### src/rtl/lc3b_types.sv
// Shared LC-3b memory-interface types and the byte-lane merge helper.
package lc3b_types;

  typedef logic [15:0] lc3b_word;
  typedef logic [1:0]  lc3b_mem_wmask;

  // Merge new_word into old_word lane by lane; mask bit0 -> [7:0], bit1 -> [15:8].
  function automatic lc3b_word merge_bytes(input lc3b_word      old_word,
                                           input lc3b_word      new_word,
                                           input lc3b_mem_wmask mask);
    lc3b_word merged;
    merged[7:0]  = mask[0] ? new_word[7:0]  : old_word[7:0];
    merged[15:8] = mask[1] ? new_word[15:8] : old_word[15:8];
    return merged;
  endfunction

endpackage

### src/rtl/responder_array.sv
// Word storage for mem_responder: byte-enabled writes and a registered read port.
module responder_array
  import lc3b_types::*;
#(
  parameter int DEPTH_LOG2 = 5
) (
  input  logic                  clk,
  input  logic                  reset_n,
  input  logic                  rd_en,
  input  logic [DEPTH_LOG2-1:0] rd_index,
  input  logic                  wr_en,
  input  logic [DEPTH_LOG2-1:0] wr_index,
  input  lc3b_word              wr_data,
  input  lc3b_mem_wmask         wr_mask,
  output lc3b_word              rdata
);

  localparam int DEPTH = 1 << DEPTH_LOG2;

  lc3b_word words [DEPTH];

  // Storage: cleared on reset, otherwise only the enabled byte lanes of one word change.
  always_ff @(posedge clk or negedge reset_n) begin
    if (!reset_n) begin
      for (int i = 0; i < DEPTH; i++) begin
        words[i] <= '0;
      end
    end else if (wr_en) begin
      words[wr_index] <= merge_bytes(words[wr_index], wr_data, wr_mask);
    end
  end

  // Read register: loads only on a read capture, so it holds between read responses.
  always_ff @(posedge clk or negedge reset_n) begin
    if (!reset_n) begin
      rdata <= '0;
    end else if (rd_en) begin
      rdata <= words[rd_index];
    end
  end

endmodule

### src/rtl/mem_responder.sv
// Fixed-latency memory responder for an LC-3b style initiator.
// Requests are held by the initiator until mem_resp; any change or drop of the
// request while the transaction is in flight is reported on proto_err.
module mem_responder
  import lc3b_types::*;
#(
  parameter int LATENCY    = 3,  // legal 1..15
  parameter int DEPTH_LOG2 = 5
) (
  input  logic          clk,
  input  logic          reset_n,
  input  logic          mem_read,
  input  logic          mem_write,
  input  lc3b_word      mem_address,
  input  lc3b_word      mem_wdata,
  input  lc3b_mem_wmask mem_byte_enable,
  output logic          mem_resp,
  output lc3b_word      mem_rdata,
  output logic          proto_err
);

  localparam logic [1:0] IDLE = 2'd0;
  localparam logic [1:0] BUSY = 2'd1;
  localparam logic [1:0] RESP = 2'd2;

  localparam logic [3:0] COUNT_LOAD = 4'(LATENCY - 1);

  logic [1:0]    state, state_next;
  logic [3:0]    count, count_next;
  logic          perr_next;
  logic          accept;
  logic          lat_write;
  lc3b_word      lat_addr;
  lc3b_word      lat_wdata;
  lc3b_mem_wmask lat_mask;

  logic                  one_req, both_req, no_req, req_changed;
  logic                  arr_rd_en, arr_wr_en;
  logic [DEPTH_LOG2-1:0] arr_rd_index, arr_wr_index;

  assign one_req  = mem_read ^ mem_write;
  assign both_req = mem_read & mem_write;
  assign no_req   = ~(mem_read | mem_write);

  // Any difference from the accepted request while it is still asserted.
  assign req_changed = (mem_address != lat_addr) || (mem_wdata != lat_wdata) ||
                       (mem_write != lat_write) || (mem_read != !lat_write);

  // Next-state, counter and protocol-violation decode.
  always_comb begin
    state_next = state;
    count_next = count;
    perr_next  = 1'b0;
    accept     = 1'b0;
    case (state)
      IDLE: begin
        if (both_req) begin
          perr_next = 1'b1;
        end else if (one_req) begin
          accept     = 1'b1;
          count_next = COUNT_LOAD;
          state_next = (LATENCY == 1) ? RESP : BUSY;
        end
      end
      BUSY: begin
        if (no_req) begin
          perr_next  = 1'b1;
          count_next = '0;
          state_next = IDLE;
        end else begin
          perr_next  = req_changed;
          count_next = count - 4'd1;
          if (count == 4'd1) begin
            state_next = RESP;
          end
        end
      end
      RESP: begin
        state_next = IDLE;
      end
      default: begin
        state_next = IDLE;
        count_next = '0;
      end
    endcase
  end

  // FSM, latency counter and registered protocol-error pulse.
  always_ff @(posedge clk or negedge reset_n) begin
    if (!reset_n) begin
      state     <= IDLE;
      count     <= '0;
      proto_err <= 1'b0;
    end else begin
      state     <= state_next;
      count     <= count_next;
      proto_err <= perr_next;
    end
  end

  // Request capture at acceptance; later changes are flagged but ignored.
  always_ff @(posedge clk or negedge reset_n) begin
    if (!reset_n) begin
      lat_write <= 1'b0;
      lat_addr  <= '0;
      lat_wdata <= '0;
      lat_mask  <= '0;
    end else if (accept) begin
      lat_write <= mem_write;
      lat_addr  <= mem_address;
      lat_wdata <= mem_wdata;
      lat_mask  <= mem_byte_enable;
    end
  end

  // Read data is captured on the edge entering RESP; with LATENCY=1 that is the
  // accepting edge, so the index then comes straight from the bus.
  assign arr_rd_index = (state == IDLE) ? mem_address[DEPTH_LOG2:1] : lat_addr[DEPTH_LOG2:1];
  assign arr_rd_en    = (state_next == RESP) && ((state == IDLE) ? mem_read : !lat_write);
  assign arr_wr_en    = (state == RESP) && lat_write;
  assign arr_wr_index = lat_addr[DEPTH_LOG2:1];

  assign mem_resp = (state == RESP);

  responder_array #(
    .DEPTH_LOG2(DEPTH_LOG2)
  ) u_array (
    .clk      (clk),
    .reset_n  (reset_n),
    .rd_en    (arr_rd_en),
    .rd_index (arr_rd_index),
    .wr_en    (arr_wr_en),
    .wr_index (arr_wr_index),
    .wr_data  (lat_wdata),
    .wr_mask  (lat_mask),
    .rdata    (mem_rdata)
  );

endmodule

### config.mk
export PLATFORM = sky130hd
export DESIGN_NAME = mem_responder
export DESIGN_NICKNAME = d
export VERILOG_FILES = /design/src/rtl/lc3b_types.sv /design/src/rtl/responder_array.sv /design/src/rtl/mem_responder.sv
export SDC_FILE = /design/constraint.sdc
export NUM_CORES = 1
export LEC_CHECK = 0
export ABC_CLOCK_PERIOD_IN_PS = 2900
export BUFFER_PORTS_ARGS = -buffer_cell sky130_fd_sc_hd__buf_2
export CORE_MARGIN = 10
export CORE_UTILIZATION = 55
export DETAILED_ROUTE_END_ITERATION = 7
export GPL_TIMING_DRIVEN = 0
export HOLD_SLACK_MARGIN = 0.05
export PLACE_DENSITY = 0.71
export SLEW_MARGIN = 20
export SYNTH_ARGS = -nofsm -noshare
export SYNTH_HDL_FRONTEND = slang
export SYNTH_HIERARCHICAL = 1
export SYNTH_SLANG_ARGS = --single-unit
export TNS_END_PERCENT = 30
### constraint.sdc
create_clock -name clk -period 2.9 [get_ports clk]
set_input_delay 0.435 -clock clk [delete_from_list [all_inputs] [get_ports clk]]
set_output_delay 0.435 -clock clk [all_outputs]
set_load 0.005 [all_outputs]
==> metrics.md, run 1 <==
| Metric | Value |
|---|---|
| Outcome | `finished, violations left` |
| Failing checks | `negative setup slack` |
| Die area | `62,560 um^2` |
| Initial core utilization | `55.53%` |
| Placed instance count | `3,398` |
| Critical path cell sequence | `buf_8, buf_16, buf_16, buf_12, mux4_2, a22oi_2, nand4_1, o21ai_4, clkbuf_8, o21ai_0` |
| Layout overhead on the synthesized area | `30.23%` |
| R2R depth | `10` |
| Core ar. | `52,450 um^2` |
| Reg2reg start | `lat_addr[1]` |
| HPWL after DPL | `97,110 um` |
| Post-synth EDFFs | `0` |
| Post-Synth Simple-Gate Area | `between 10 and 15%` |
| CP Capture Type | `flop` |
| Total power draw | `43,640 uW` |
| Total global routing overflow | `0` |
| Warnings, synthesis | `6` |
| DP Worst Slack | `-2.059 ns` |
| Drt first pass iters | `7` |
| Post-DRT Antenna Nets | `0` |
| Switch share | `between 40% and 50%` |
| Hold Crit Start | `mem_wdata[5]` |
| HP Class | `primary input to flop` |
| Sequential power share | `22.0%` |
| Max clock buf depth | `3` |
| Maxcap violations | `0` |
| Crit path DAT | `3.85 ns` |
| Ys flop type | `dfrtp_1` |
| Mux cell area share after synthesis | `21.71%` |
| DRC | `0` |
| CTS H-Tree Depth | `2` |
| Vias per Instance | `~7.4` |
| Final setup viols | `approximately 530` |
| Vias in the first global route | `25,082` |
| Reg2reg end | `u_array/words[347]` |
| Synthesized area | `between 20,000 and 30,000 um^2` |
| Worst hold endpoint | `lat_wdata[5]` |
| DRT iter0 DRCs | `4,601` |
| TritonCTS clock tree | `yes` |
| Yosys reg bits | `570` |
| Syn Area/Cell | `11.02 um^2` |
| Std-Cell Rows | `84` |
| Max Clock Freq | `297.9 MHz` |
| I/O pins | `56` |
| Commonest non-fill, non-tap cells in the layout | `571 x nand2_1, 567 x dfrtp_1, 237 x o21ai_0, 201 x o21ai_2, 190 x mux4_2` |
| Post-synthesis instance total | `2,643` |
| Hold Crit Depth | `2` |
| Startpoint Class | `flop` |
| Clock Skew | `0.03822 ns` |
| Worst-Margin Slew | `between 0.8 and 0.9 ns` |
| WL final | `145,700 um` |
| Final Core Density | `between 70 and 80%` |
| Crit-path most repeated cell | `buf_16` |
| Clk sinks | `570` |
| TritonCTS Buffers | `about 60` |
| Slew Limit Headroom | `41.95%` |
| Final period util | `115.7%` |
| Cell Pwr Density | `1151 nW/um^2` |
| Final nets | `around 3,000` |
| CTS clk-pin slew, worst paths | `around 0.06 ns` |
| Number of max-slew violations in the final report | `0` |
| Largest net degree at the start of global routing | `107` |
| Final Hold Fails | `0` |
| CP max FO | `10` |
| RePlAce Congestion | `1.120` |
| Die H | `around 250 um` |
| Crit path max-delay cell type | `mux4_2` |
| Unrepaired setup endpoints after global routing | `yes` |
| Async S/R FF share, synth | `100.0%` |
| # port buffers | `55` |
| Static Leak | `0.01618 uW` |
| Post-Synth XOR/XNOR Area | `0.9623%` |
| Synth Area in Compound Gates | `13.77%` |
| Sequential-to-total area share from yosys stat | `between 40% and 50%` |
| Largest family of logic cells by synthesized area | `multiplexers` |
| Routed vias | `between 20,000 and 30,000` |
| Comb pwr share | `60.5%` |
| Initial antenna violation count | `8` |
| Setup slack, reg-to-reg | `-0.46 ns` |
| Finished Layout Cells | `3,651` |
| Crit path time final | `3.357 ns` |
| Worst vdd ir | `slightly above 0.7 mV` |
| Critical path required time | `approximately 3.4 ns` |
| First-pass GRT wire length | `191,100 um` |
| Final setup margin | `-0.4566 ns` |
| Int Pwr | `23,810 uW` |
| Clk Latency, worst-skew pair | `0.66 ns` |
| Root buffer cell | `clkbuf_16` |
| Share of layout cells above drive strength 1 | `37.16%` |
| Die X-Extent | `between 200 and 300 um` |
| Switch Pwr | `19,830 uW` |
| Max stage delay on crit path | `0.60 ns` |
| GRT Total Usage | `43.26%` |
| Unique masters post-synth | `62` |
| Post-Syn Nets | `roughly 2,700` |
| Kind of critical path | `flop to flop` |
| Most common cell after layout, fill and taps aside | `nand2_1` |
| Clk pwr share | `between 10% and 20%` |
| Post-Synth Adder-Cell Area | `less than 1%` |
| Routed wire per std cell | `39.91 um` |
-- layer usage --
layer | up-vias | global-route usage [%] | part of all wire [%] | routed length, um
met4 | 2 | 34.23 | 11 | 15730
met1 | 13561 | 52.65 | 33 | 48060
li1 | 10215 | - | - | -
met3 | 769 | 17.28 | 15 | 22590
met5 | - | 0 | 0.0089 | 13
met2 | 2578 | 60.40 | 41 | 59340
-- cells in the mapped netlist (3+ instances only) --
cell | count | share of area, %
nand2_1 | 572 | 7.4
dfrtp_1 | 570 | 49
o21ai_0 | 479 | 8.2
mux4_2 | 188 | 15
clkbuf_1 | 168 | 2.2
mux2i_1 | 113 | 3.9
o22ai_1 | 92 | 2.0
a22oi_1 | 40 | 1.0
mux2_2 | 38 | 1.5
mux2_4 | 30 | 1.5
o21ai_2 | 30 | 0.90
xor2_1 | 30 | 0.90
nor2_1 | 28 | 0.36
buf_2 | 26 | 0.45
o21ai_1 | 24 | 0.41
nor4_1 | 23 | 0.49
nand4_1 | 17 | 0.37
clkbuf_2 | 14 | 0.24
buf_6 | 13 | 0.50
nor2b_1 | 13 | 0.28
buf_4 | 9 | 0.23
a211oi_1 | 8 | 0.21
buf_1 | 8 | 0.10
inv_1 | 7 | 0.090
a21oi_1 | 6 | 0.10
buf_12 | 6 | 0.41
nand2b_1 | 6 | 0.13
nand3_1 | 6 | 0.10
o221ai_1 | 6 | 0.18
a22o_1 | 5 | 0.15
nand3b_1 | 5 | 0.13
or4_1 | 5 | 0.13
a2111oi_0 | 4 | 0.12
ha_1 | 4 | 0.17
nor3_1 | 4 | 0.069
or2_2 | 4 | 0.086
a221o_1 | 3 | 0.10
mux4_1 | 3 | 0.27
or3b_2 | 3 | 0.090
-- how the worst max path moves through the flow --
stage                      startpoint            endpoint  depth (start not counted)
after floorplan              state[0]    u_array/rdata[2]                          8
after global placement        reset_n  u_array/words[269]                          1
after detailed placement  lat_addr[2]  u_array/words[170]                         10
after CTS                 lat_addr[1]   u_array/words[90]                         10
after global routing      lat_addr[1]  u_array/words[347]                         10
final                     lat_addr[1]  u_array/words[347]                         10
-- state kept, by name, indices dropped and copies added (netlist names) --
register / cells
lat_wdata: 16
u_array/words: 512
proto_err: 1
lat_addr: 16
lat_write: 1
u_array/rdata: 16
lat_mask: 2
state: 2
count: 4
-- kinds of logic after synthesis --
family	Yosys count
DFF	570
xor gates and xnor gates	32
adders and majority gates	4
muxes	372
and+or+nand+nor	706
AOI/OAI and AO/OA	707
buffers and inverters	252
-- what timing repair did --
action	in CTS	in global routing
endpoints found under the hold margin	66	0
setup buffers	54	48
pin swaps	119	110
setup endpoints to repair	528	527
gates cloned	19	24
gates resized for setup	711	360
hold buffers	5	0
-- through the flow --
step	TNS (ns)	hold WS (ns)	area [um^2]
3_3_place_gp	-6495.12	0.4716	30260
4_1_cts	-68.88	0.05052	35890
2_1_floorplan	0	0.1394	29120
5_1_grt	-116.58	0.06720	37920
3_5_place_dp	-773.67	0.4308	30540
6_report	-139.27	0.06001	37930
-- worst max-delay path: cells and delay by family (launching register included) --
kind            cells  cell delay, ns
mux                 1            0.60
simple gates        1            0.32
buf+inv             5            0.99
flops               1            0.53
compound gates      3            0.73
-- cell type report --
cell class | instances | area, um^2
Antenna cell | 3 | 7.507
Buffer | 240 | 2436
Clock buffer | 91 | 1780
Clock inverter | 18 | 133.9
Fill cell | 3490 | 14520
Inverter | 7 | 26.28
Multi-Input combinational cell | 1821 | 15690
Sequential cell | 570 | 14270
Tap cell | 688 | 860.8
Timing Repair Buffer | 213 | 2729
-- power by group through the flow --
stage / clock [uW] / sequential, uW / combinational (uW)
2_1_floorplan: 0 / 9290 / 7970
3_3_place_gp: 0 / 9540 / 14800
3_5_place_dp: 0 / 9590 / 15000
4_1_cts: 7590 / 9530 / 20900
5_1_grt: 7950 / 9660 / 26000
6_report: 7620 / 9610 / 26400
No activity file was read; power rests on OpenSTA's default activity.
==> inputs of run 2 (changes only) <==
--- a/config.mk
+++ b/config.mk
@@ -13,6 +13,7 @@
 export GPL_TIMING_DRIVEN = 0
 export HOLD_SLACK_MARGIN = 0.05
 export PLACE_DENSITY = 0.71
+export RECOVER_POWER = 25
 export SLEW_MARGIN = 20
 export SYNTH_ARGS = -nofsm -noshare
 export SYNTH_HDL_FRONTEND = slang
==> metrics.md, run 2 (synthesized netlist as in run 1, its figures left out) <==
| Metric | Value |
|---|---|
| Vias per Instance | `7.497` |
| Outcome | `finished, violations left` |
| TritonCTS Buffers | `61` |
| Unrepaired setup endpoints after global routing | `yes` |
| Root buffer cell | `clkbuf_16` |
| Cell count along the critical path | `10` |
| Final period util | `116.1%` |
| Layout overhead on the synthesized area | `30.11%` |
| Drt first pass iters | `6` |
| Max stage delay on crit path | `between 0.6 and 0.7 ns` |
| Critical path cell sequence | `buf_8, buf_16, buf_16, buf_12, mux4_2, a22oi_2, nand4_1, o21ai_4, clkbuf_8, o21ai_0` |
| # port buffers | `55` |
| Max reg flops | `512` |
| Initial antenna violation count | `8` |
| Clk sinks | `570` |
| Cell Pwr Density | `1152 nW/um^2` |
| Largest net degree at the start of global routing | `107` |
| WP buf/inv | `5` |
| Critical path required time | `3.39 ns` |
| Hold slack | `slightly below 0.06 ns` |
| Clock Skew | `0.03859 ns` |
| GRT Total Usage | `roughly 43%` |
| CTS H-Tree Depth | `2` |
| Final setup margin | `-0.4658 ns` |
| Crit-path most repeated cell | `buf_16` |
| R2R depth | `10` |
| Max Clock Freq | `297.1 MHz` |
| DRC | `0` |
| Final Hold Fails | `0` |
| TritonCTS clock tree | `yes` |
| Most common cell after layout, fill and taps aside | `nand2_1` |
| Crit path time final | `3.366 ns` |
| Crit path max-delay cell type | `mux4_2` |
| Worst-Margin Slew | `about 1.5 ns` |
| I/O pins | `56` |
| Routed vias | `around 27,000` |
| Hold Crit Start | `mem_wdata[5]` |
| Routed wire per std cell | `39.95 um` |
| Post-DRT Antenna Nets | `0` |
| RePlAce Congestion | `1.120` |
| Family with the most delay on the worst path | `buffers and inverters` |
| Die X-Extent | `250.1 um` |
| First-pass GRT wire length | `191,100 um` |
| Die H | `250.1 um` |
| CP Capture Type | `flop` |
| Reg2reg start | `lat_addr[1]` |
| Crit path DAT | `slightly below 4 ns` |
| Worst hold endpoint | `lat_wdata[5]` |
| CTS clk-pin slew, worst paths | `0.06 ns` |
| WL final | `145,900 um` |
| DP Worst Slack | `-2.059 ns` |
| Worst vdd ir | `around 0.69 mV` |
| Startpoint Class | `flop` |
| Hold Crit Depth | `2` |
| Core ar. | `52,450 um^2` |
| CP max FO | `10` |
| Slew Limit Headroom | `0.4597%` |
| Total global routing overflow | `0` |
| DP Area | `30,540 um^2` |
| Kind of critical path | `flop to flop` |
| HPWL after DPL | `between 90,000 and 100,000 um` |
| Die area | `62,560 um^2` |
| Final Core Density | `72.25%` |
| Static Leak | `0.01617 uW` |
| Number of max-slew violations in the final report | `0` |
| Final setup viols | `526` |
| Reg2reg end | `u_array/words[347]` |
| Maxcap violations | `0` |
| Final nets | `2,956` |
| Share of layout cells above drive strength 1 | `37.16%` |
| Vias in the first global route | `25,082` |
| Commonest non-fill, non-tap cells in the layout | `571 x nand2_1, 567 x dfrtp_1, 237 x o21ai_0, 201 x o21ai_2, 190 x mux4_2` |
| Setup slack, reg-to-reg | `-0.47 ns` |
| Initial core utilization | `55.53%` |
| Std-Cell Rows | `84` |
| Clk Latency, worst-skew pair | `0.66 ns` |
| HP Class | `primary input to flop` |
| Most flops, register | `u_array/words` |
| Max clock buf depth | `3` |
| DRT iter0 DRCs | `4,411` |
| Failing checks | `negative setup slack` |
| Design area | `~38,000 um^2` |
## run 2: cell types whose count changed in the layout (fill, tap and decap cells not counted)
cell	before	now
buf_16	26	24
clkbuf_4	17	19
diode_2	3	5
## run 2: worst max path at each step
stage	start	end	slack (ns)
detailed placement	lat_addr[2]	u_array/words[170]	-2.06
global route	lat_addr[1]	u_array/words[347]	-0.38
finish	lat_addr[1]	u_array/words[347]	-0.47
floorplan	state[0]	u_array/rdata[2]	0.19
CTS	lat_addr[1]	u_array/words[90]	-0.23
global placement	reset_n	u_array/words[269]	-9.89
## run 2: through the flow
stage,setup TNS [ns],instances,total power (uW)
finish,-139.02,3653,43660
global route,-116.58,3648,43600
CTS,-68.88,3580,37980
detailed placement,-773.67,3398,24590
global placement,-6495.12,3386,24310
floorplan,0,2643,17260
## run 2: repair_timing
action                     in CTS  in global routing
resized for setup             711                360
pin swaps                     119                110
hold buffers                    5                  0
hold endpoints to repair       66                  0
setup buffers                  54                 48
setup endpoints to repair     528                527
cloned                         19                 24
## run 2: cell type report
| cell class | instances | area, um^2 |
|---|---|---|
| clock inverters | 18 | 133.9 |
| flip-flops and latches | 570 | 14270 |
| repair buffers | 213 | 2689 |
| plain buffers | 240 | 2436 |
| inverters | 7 | 26.28 |
| well taps | 688 | 860.8 |
| diodes | 5 | 12.51 |
| clock buffers | 91 | 1780 |
| multi-input cells | 1821 | 15690 |
| fillers | 3493 | 14550 |
## run 2: power by group
part | switching (uW) | internal [uW]
registers | 920 | 8690
clock network | 3320 | 4300
logic | 15600 | 10800
total | 19900 | 23800
## run 2: layer usage
metal | track usage [%] | wire [um] | part of all wire, %
met1 | 52.65 | 47840 | 33
met2 | 60.40 | 59230 | 41
met4 | 34.23 | 16000 | 11
met3 | 17.28 | 22850 | 16
met5 | 0 | 13 | 0.0089
## run 2: worst register-to-register path, cell delays in order, from the launching register on
cell and delay (ns):
dfrtp_2 0.53, buf_8 0.19, buf_16 0.20, buf_16 0.19
buf_12 0.14, mux4_2 0.61, a22oi_2 0.29, nand4_1 0.33
o21ai_4 0.30, clkbuf_8 0.30, o21ai_0 0.15
